--- src/rtl/sprite_pkg.sv ---
// Shared constants and FSM encoding for the sprite scanline scheduler slice.
package sprite_pkg;

  localparam int SPRITE_ROWS_W = 4;
  localparam logic [8:0] DEFAULT_LOAD_HPOS = 9'd256;

  typedef enum logic [1:0] {
    ST_IDLE = 2'd0,
    ST_SCAN = 2'd1,
    ST_DONE = 2'd2
  } sched_state_e;

endpackage

--- src/rtl/sprite_vmatch.sv ---
// Vertical match for one sprite slot: is vpos inside the sprite's rows, and which row.
module sprite_vmatch
  import sprite_pkg::*;
#(
  parameter int SPRITE_HEIGHT = 16
) (
  input  logic [8:0]               vpos,
  input  logic [7:0]               y,
  input  logic                     en,
  output logic                     hit,
  output logic [SPRITE_ROWS_W-1:0] yofs
);

  logic [8:0] diff_s;

  // Rows above the sprite top wrap to large values and therefore miss.
  assign diff_s = vpos - {1'b0, y};
  assign hit    = en && (diff_s < 9'(SPRITE_HEIGHT));
  assign yofs   = diff_s[SPRITE_ROWS_W-1:0];

endmodule

--- src/rtl/sprite_scanline_scheduler.sv ---
// Walks all sprite slots once per scanline in hblank and hands the shared bitmap
// ROM to each visible sprite in turn, one registered address/load strobe per cycle.
module sprite_scanline_scheduler
  import sprite_pkg::*;
#(
  parameter int         NUM_SPRITES   = 4,
  parameter int         SPRITE_HEIGHT = 16,
  parameter int         MAX_PER_LINE  = 3,
  parameter logic [8:0] LOAD_HPOS     = DEFAULT_LOAD_HPOS
) (
  input  logic                     clk,
  input  logic                     reset,
  input  logic [8:0]               hpos,
  input  logic [8:0]               vpos,
  input  logic [8*NUM_SPRITES-1:0] sprite_y,
  input  logic [NUM_SPRITES-1:0]   sprite_en,
  output logic [SPRITE_ROWS_W-1:0] rom_addr,
  output logic [NUM_SPRITES-1:0]   load,
  output logic [NUM_SPRITES-1:0]   line_active,
  output logic                     busy,
  output logic                     overflow
);

  localparam int IDX_W = (NUM_SPRITES > 1) ? $clog2(NUM_SPRITES) : 1;
  localparam int CNT_W = 4;

  sched_state_e             state_r, state_next_s;
  logic [IDX_W-1:0]         idx_r;
  logic [CNT_W-1:0]         cnt_r;
  logic [SPRITE_ROWS_W-1:0] rom_addr_r;
  logic [NUM_SPRITES-1:0]   load_r, line_active_r, onehot_s;
  logic                     overflow_r, busy_s;
  logic                     trigger_s, last_s, hit_s, grant_s, deny_s;
  logic [SPRITE_ROWS_W-1:0] yofs_s;
  logic [7:0]               y_arr_s [NUM_SPRITES];

  for (genvar g = 0; g < NUM_SPRITES; g++) begin : g_ysplit
    assign y_arr_s[g] = sprite_y[8*g +: 8];
  end

  sprite_vmatch #(
    .SPRITE_HEIGHT(SPRITE_HEIGHT)
  ) u_vmatch (
    .vpos (vpos),
    .y    (y_arr_s[idx_r]),
    .en   (sprite_en[idx_r]),
    .hit  (hit_s),
    .yofs (yofs_s)
  );

  assign trigger_s = (hpos == LOAD_HPOS);
  assign last_s    = (idx_r == IDX_W'(NUM_SPRITES - 1));
  assign grant_s   = (state_r == ST_SCAN) && hit_s && (cnt_r < CNT_W'(MAX_PER_LINE));
  assign deny_s    = (state_r == ST_SCAN) && hit_s && (cnt_r >= CNT_W'(MAX_PER_LINE));

  // One-hot strobe for the slot under evaluation.
  always_comb begin
    onehot_s        = {NUM_SPRITES{1'b0}};
    onehot_s[idx_r] = 1'b1;
  end

  // FSM state register.
  always_ff @(posedge clk) begin
    if (reset) begin
      state_r <= ST_IDLE;
    end else begin
      state_r <= state_next_s;
    end
  end

  // FSM next state; a trigger in any state (re)starts the scan.
  always_comb begin
    state_next_s = state_r;
    case (state_r)
      ST_IDLE: state_next_s = trigger_s ? ST_SCAN : ST_IDLE;
      ST_SCAN: begin
        if (trigger_s) begin
          state_next_s = ST_SCAN;
        end else if (last_s) begin
          state_next_s = ST_DONE;
        end else begin
          state_next_s = ST_SCAN;
        end
      end
      ST_DONE: state_next_s = trigger_s ? ST_SCAN : ST_IDLE;
      default: state_next_s = ST_IDLE;
    endcase
  end

  // FSM outputs.
  always_comb begin
    busy_s = 1'b0;
    case (state_r)
      ST_SCAN: busy_s = 1'b1;
      ST_DONE: busy_s = 1'b1;
      default: busy_s = 1'b0;
    endcase
  end

  // Slot walk, hit counting and registered ROM address/strobe.
  always_ff @(posedge clk) begin
    if (reset) begin
      idx_r         <= {IDX_W{1'b0}};
      cnt_r         <= {CNT_W{1'b0}};
      rom_addr_r    <= {SPRITE_ROWS_W{1'b0}};
      load_r        <= {NUM_SPRITES{1'b0}};
      line_active_r <= {NUM_SPRITES{1'b0}};
      overflow_r    <= 1'b0;
    end else if (trigger_s) begin
      idx_r         <= {IDX_W{1'b0}};
      cnt_r         <= {CNT_W{1'b0}};
      load_r        <= {NUM_SPRITES{1'b0}};
      line_active_r <= {NUM_SPRITES{1'b0}};
      overflow_r    <= 1'b0;
    end else if (state_r == ST_SCAN) begin
      idx_r <= last_s ? {IDX_W{1'b0}} : idx_r + IDX_W'(1);
      if (grant_s) begin
        rom_addr_r    <= yofs_s;
        load_r        <= onehot_s;
        line_active_r <= line_active_r | onehot_s;
        cnt_r         <= cnt_r + CNT_W'(1);
      end else begin
        load_r <= {NUM_SPRITES{1'b0}};
      end
      if (deny_s) begin
        overflow_r <= 1'b1;
      end
    end else begin
      load_r <= {NUM_SPRITES{1'b0}};
    end
  end

  assign rom_addr    = rom_addr_r;
  assign load        = load_r;
  assign line_active = line_active_r;
  assign overflow    = overflow_r;
  assign busy        = busy_s;

endmodule

--- config.mk ---
export PLATFORM = sky130hd
export DESIGN_NAME = sprite_scanline_scheduler
export DESIGN_NICKNAME = d
export VERILOG_FILES = /design/src/rtl/sprite_pkg.sv /design/src/rtl/sprite_vmatch.sv /design/src/rtl/sprite_scanline_scheduler.sv
export SDC_FILE = /design/constraint.sdc
export NUM_CORES = 1
export LEC_CHECK = 0
export BUFFER_PORTS_ARGS = -buffer_cell sky130_fd_sc_hd__buf_2
export CAP_MARGIN = 10
export CELL_PAD_IN_SITES_DETAIL_PLACEMENT = 0
export CELL_PAD_IN_SITES_GLOBAL_PLACEMENT = 2
export CORE_ASPECT_RATIO = 0.7
export CORE_MARGIN = 3
export CORE_UTILIZATION = 28
export DETAILED_ROUTE_END_ITERATION = 10
export GPL_TIMING_DRIVEN = 0
export MAX_ROUTING_LAYER = met4
export PLACE_DENSITY_LB_ADDON = 0.15
export SYNTH_ARGS = -nofsm -noshare
export SYNTH_HDL_FRONTEND = slang
export SYNTH_HIERARCHICAL = 1
export SYNTH_SLANG_ARGS = --single-unit
export TNS_END_PERCENT = 20
--- constraint.sdc ---
create_clock -name clk -period 10.5 [get_ports clk]
set_input_delay 2.1 -clock clk [delete_from_list [all_inputs] [get_ports clk]]
set_output_delay 2.1 -clock clk [all_outputs]
set_load 0.01 [all_outputs]
## After elaboration in Yosys (flattened, before gate mapping)

Cells that the tools add are included.

- Multiplexer cells: 13
- Equality and inequality tests: 4
- Bitwise operators: 5
- Divide/modulo/power cells: 0
- Reductions and logical operators: 13
- Shifts and indexed selects: 0
- $mul: 0
- $add $sub $neg: 3
- Order comparisons: 6

Operators by type and width:

| operator | count |
|---|---|
| $bmux W8 S2 | 1 |
| $mux W8 | 2 |
| $eq A9 B9 Y1 const B | 1 |
| $lt A9 B5 Y1 const B | 1 |
| $sub A9 B8 Y9 | 1 |
| $mux W2 | 3 |
| $reduce_or A2 Y1 | 3 |
| $logic_and A1 B1 Y1 | 5 |
| $add A4 B1 Y4 const B | 1 |
| $eq A2 B2 Y1 const B | 2 |
| $ge A4 B2 Y1 const B | 1 |
| $lt A4 B2 Y1 const B | 1 |
| $mux W1 | 4 |
| $or A4 B4 Y4 | 1 |
| $pmux W2 S2 | 1 |
| $reduce_and A2 Y1 | 2 |
| $reduce_or A4 Y1 | 1 |
| $ge A3 B3 Y1 const B | 1 |
| $lt A2 B3 Y1 const B | 1 |
| $not A1 Y1 | 3 |
| $not A2 Y3 | 1 |
| $reduce_and A3 Y1 | 1 |
| $add A2 B1 Y2 const B | 1 |
| $bmux W1 S2 | 1 |
| other kinds (4) | 4 |

- Register bits after elaboration: 21
- Memory bits (read-only): 0
- Logic and storage cells: 51
- Latch bits: 0
- Memories: 0
- Output and inout port bits: 14
- Bits of input ports: 56
- Bits in writable memories: 0

## Logic depth before layout (Yosys ltp)

- Word-level depth: 11
- Gate-level depth with buffers: 14
- Mapped depth without buffers: 12

## Hierarchy

Netlist, hierarchy kept.

By module, submodules not included:

| module | instances | area an instance (um^2) | cells an instance |
|---|---|---|---|
| sprite_scanline_scheduler | 1 | 1108.6 | 102 |
| sprite_vmatch | 1 | 407.9 | 56 |

## Least setup slack after synthesis

OpenSTA, ideal clock, no wires.

- Path type: input port to flip-flop
- Start: input port sprite_y[26]
- End: register cnt_r[1]
- Setup time: 0.114 ns
- Path buffers: 1
- Data arrival time: 4.723 ns
- Path slack: 5.663 ns
- Stages on the path: 13
- Cell sequence: mux4_2 -> inv_1 -> ha_1 -> nor2b_4 -> o31a_1 -> or3_1 -> a222oi_1 -> and4_1 -> nand2_1 -> nor2b_1 -> clkbuf_1 -> mux2i_1 -> nor2_1

- Cells in the longest elaborated chain, start to end: 9

Ends and longest elaborated chain:

| element | RTL line | text |
|---|---|---|
| start: declaration | sprite_scanline_scheduler.sv:15 | `input logic [8*NUM_SPRITES-1:0] sprite_y,` |
| $bmux W8 S2 | sprite_scanline_scheduler.sv:45 | `.y (y_arr_s[idx_r]),` |
| $mux W8 (not written as such) (2 in series) | sprite_scanline_scheduler.sv:45 |  |
| $sub A9 B8 Y9 | sprite_vmatch.sv:17 | `assign diff_s = vpos - {1'b0, y};` |
| $lt A9 B5 Y1 | sprite_vmatch.sv:18 | `assign hit = en && (diff_s < 9'(SPRITE_HEIGHT));` |
| $logic_and A1 B1 Y1 | sprite_vmatch.sv:18 |  |
| via hit_s | sprite_scanline_scheduler.sv:33 | `logic trigger_s, last_s, hit_s, grant_s, deny_s;` |
| $logic_and A1 B1 Y1 (2 in series) | sprite_scanline_scheduler.sv:53 | `assign grant_s = (state_r == ST_SCAN) && hit_s && (cnt_r < CNT_W'(MAX_PER_LINE));` |
| $reduce_and A2 Y1 (no source line) | n/a |  |
| end signal: assignment | sprite_scanline_scheduler.sv:104 | `cnt_r <= {CNT_W{1'b0}};` |
| end signal: assignment | sprite_scanline_scheduler.sv:111 | `cnt_r <= {CNT_W{1'b0}};` |
| end signal: assignment | sprite_scanline_scheduler.sv:121 | `cnt_r <= cnt_r + CNT_W'(1);` |
| end: declaration | sprite_scanline_scheduler.sv:29 | `logic [CNT_W-1:0] cnt_r;` |

The timed path passes the listed nets, and every way through them passes these cells. The select of a mux whose other input is x is not followed.
A chain may end at the register's enable or synchronous reset.

## Final worst setup path

- Start: input port sprite_y[24]
- End: register cnt_r[1]

The elaborated chain is that of the path after synthesis.

==> results.json <==
{
  "outcome": "complete, no violations",
  "period_needed_ns": 4.93,
  "cts.sinks": 21,
  "switching_power_uw": 42.5,
  "fillers": 512,
  "pwr-share-seq_pct": 46.8,
  "ys_async_sr_fraction_pct": 0,
  "cp_data_arrival_time_ns": 5.09,
  "critPathMaxFanout": 6,
  "dp_slack_ns": 5.30,
  "synth-compound-area-share_pct": 12.3,
  "grt_max_degree": 12,
  "ant_nets": 0,
  "grt_pass1_wl_um": 6690,
  "synth_nets": 232,
  "seq_area_um2": 420,
  "yosysSeqAreaShare_pct": 27.7,
  "hp-class": "flop to flop",
  "ctsResizeCount": 0,
  "synth_top_family_by_area": "simple AND/OR/NAND/NOR gates",
  "numCtsBuffers": 3,
  "synth_common_cells": "21 x dfxtp_1, 17 x ha_1, 17 x inv_1",
  "routedWlPerCell_um": 12.9,
  "synth_top_area_cell": "dfxtp_1",
  "clkTransAtPathRegs_ns": 0.07,
  "fin_ws_ns": 5.57,
  "cp-end-kind": "flop",
  "fin_crit_sh_pct": 47.0,
  "hold_viol": 0,
  "die_h_um": 67.6,
  "setup_viol": 0,
  "cts_setup_buffers": 0,
  "min_from": "rom_addr[3]",
  "htreeDepth": 1,
  "ios": 70,
  "p_leak_uw": 0.000945,
  "die_area_um2": 6350,
  "synthTopCellsByArea": "dfxtp_1 28%, ha_1 14%, mux4_2 13%",
  "muxShareOfSynthArea_pct": 18.0,
  "post-route-util_pct": 39.9,
  "power.share.clock_pct": 30.5,
  "vias_per_cell": 4.59,
  "hold_buffers": 0,
  "ys_warn_count": 6,
  "synth_edf_count": 0,
  "power_uw": 170,
  "tightest_slew_ns": 0.566,
  "slew_viol_final": 0,
  "cp.required_ns": 10.65,
  "syn-instance-count": 158,
  "grt_setup_unrepaired": "no",
  "path_class": "input pin to flop",
  "first_iter_violations": 36,
  "swShare_pct": 25.0,
  "dieWidth_um": 94.0,
  "num_vias": 1376,
  "post-synth-top-count-cell": "dfxtp_1",
  "slew_headroom_pct": 62.2,
  "power_density_nw_per_um2": 85.3,
  "multiInputGateArea_um2": 1000,
  "gp_congestion": 0.761,
  "syn_area_per_cell_um2": 9.60,
  "post-dp-hpwl_um": 3370,
  "timing.rr.start": "idx_r[0]",
  "fin_skew_ns": 0.00154,
  "grt_pass1_vias": 1469,
  "drc": 0,
  "wl_um": 3860,
  "firstDrtPassIters": 4,
  "fmax_ghz": 0.203,
  "drive_gt1_share_pct": 38.5,
  "initial_core_util_pct": 30.4,
  "final_nets": 306,
  "whs_ns": 0.469,
  "power.share.combinational_pct": 22.7,
  "startpoint_type": "input pin",
  "cts_root_buf": "clkbuf_8",
  "synth_area_um2": 1520,
  "worstSkewPairLatency_ns": 0.26,
  "cts_buffer_depth": 2,
  "ys_seq_elements": 21,
  "synth_top_cell_area_share_pct": 27.7,
  "synth_fa_ha_area_share_pct": 15.3,
  "ir_worst_vdd_uv": 53.7,
  "overflow": 0,
  "grt.total_usage_pct": 13.6,
  "power.internal_uw": 128,
  "ys_types": 41,
  "rows": 21,
  "ys.flop_type": "dfxtp_1",
  "syn_to_final_growth_pct": 31.4,
  "synth-simple-area-share_pct": 18.3,
  "coreArea_um2": 4990,
  "cts_tree": "yes",
  "antennaDiodeCount": 0,
  "crit_start": "sprite_y[24]",
  "io_buffers": 69,
  "fin_tns_setup_ns": 0,
  "antenna_found_initial": 0,
  "synth-xor-area-share_pct": 2.31,
  "drv_cap": 0
}
[power groups by stage]
stage          registers (µW)  clock network [µW]  logic (µW)
3_3_place_gp             81.5                   0        38.4
5_1_grt                  79.6                56.8        44.5
6_report                 79.6                51.9        38.6
2_1_floorplan            81.5                   0        24.0
3_5_place_dp             81.5                   0        38.7
4_1_cts                  79.6                53.8        38.9
[metrics by stage]
stage / instances / cell area [µm²]
CTS: 300 / 1990
global route: 300 / 1990
finish: 300 / 1990
global placement: 296 / 1950
floorplan: 158 / 1520
detailed placement: 296 / 1950
[cell usage in the layout (no fill, tap or decap), types with 2 or more instances in the layout]
master / synthesis / final
clkbuf_1: 3 / 4
ha_1: 17 / 17
nand2_1: 12 / 12
dfxtp_1: 21 / 21
and2_1: 5 / 5
clkbuf_8: 0 / 3
mux2i_1: 7 / 7
buf_2: 1 / 70
a21o_1: 2 / 2
o21ai_0: 5 / 5
o21a_1: 2 / 2
a21oi_1: 7 / 7
nor2b_1: 2 / 2
inv_1: 17 / 17
mux4_2: 9 / 9
nor2_1: 14 / 14
nor3_1: 3 / 3
or3_1: 4 / 4
xnor2_1: 4 / 4
[final cells by class]
| type | count | area share [%] |
|---|---|---|
| tap | 69 | 4.33 |
| timing repair buffer | 69 | 17.3 |
| clock buffer | 4 | 2.26 |
| sequential | 21 | 21.1 |
| multi-input combinational | 114 | 50.4 |
| buffer | 5 | 1.19 |
| inverter | 18 | 3.39 |
[worst paths after layout]
check           endpoint  slack [ns]  cells past startpoint
max             cnt_r[1]        5.57                     14
min          rom_addr[3]        0.47                      2
max reg2reg     cnt_r[1]        6.59                     14
min reg2reg  rom_addr[3]        0.47                      2
[flip-flops by register name, summed over array words and instances (netlist names)]
signal and count:
state_r 2, load 4, idx_r 2, rom_addr 4
cnt_r 4, line_active 4, overflow 1
[metal layers]
layer / routed length [µm] / up-vias / GRT usage (%)
met5: 0 / - / -
met4: 8 / 0 / 2.16
met3: 278 / 2 / 3.34
met2: 1540 / 50 / 19.9
met1: 2030 / 620 / 19.2
li1: - / 704 / -
[cell families after synthesis]
group | count (synthesis)
buf+inv | 23
simple gates | 50
compound gates | 26
fa+ha+maj | 18
mux | 16
xor+xnor | 4
flops | 21
[worst max-delay path, cell delays in order]
cell and delay (ns):
buf_2 0.10, mux4_2 0.46, ha_1 0.24, fa_1 0.44
nor2b_4 0.14, o31a_1 0.18, o21ai_0 0.11, a222oi_1 0.28
and4_1 0.28, nand2_1 0.08, nor2b_1 0.13, clkbuf_1 0.26
mux2i_1 0.22, nor2_1 0.05
Note: power is estimated with default switching activity, not from simulation.
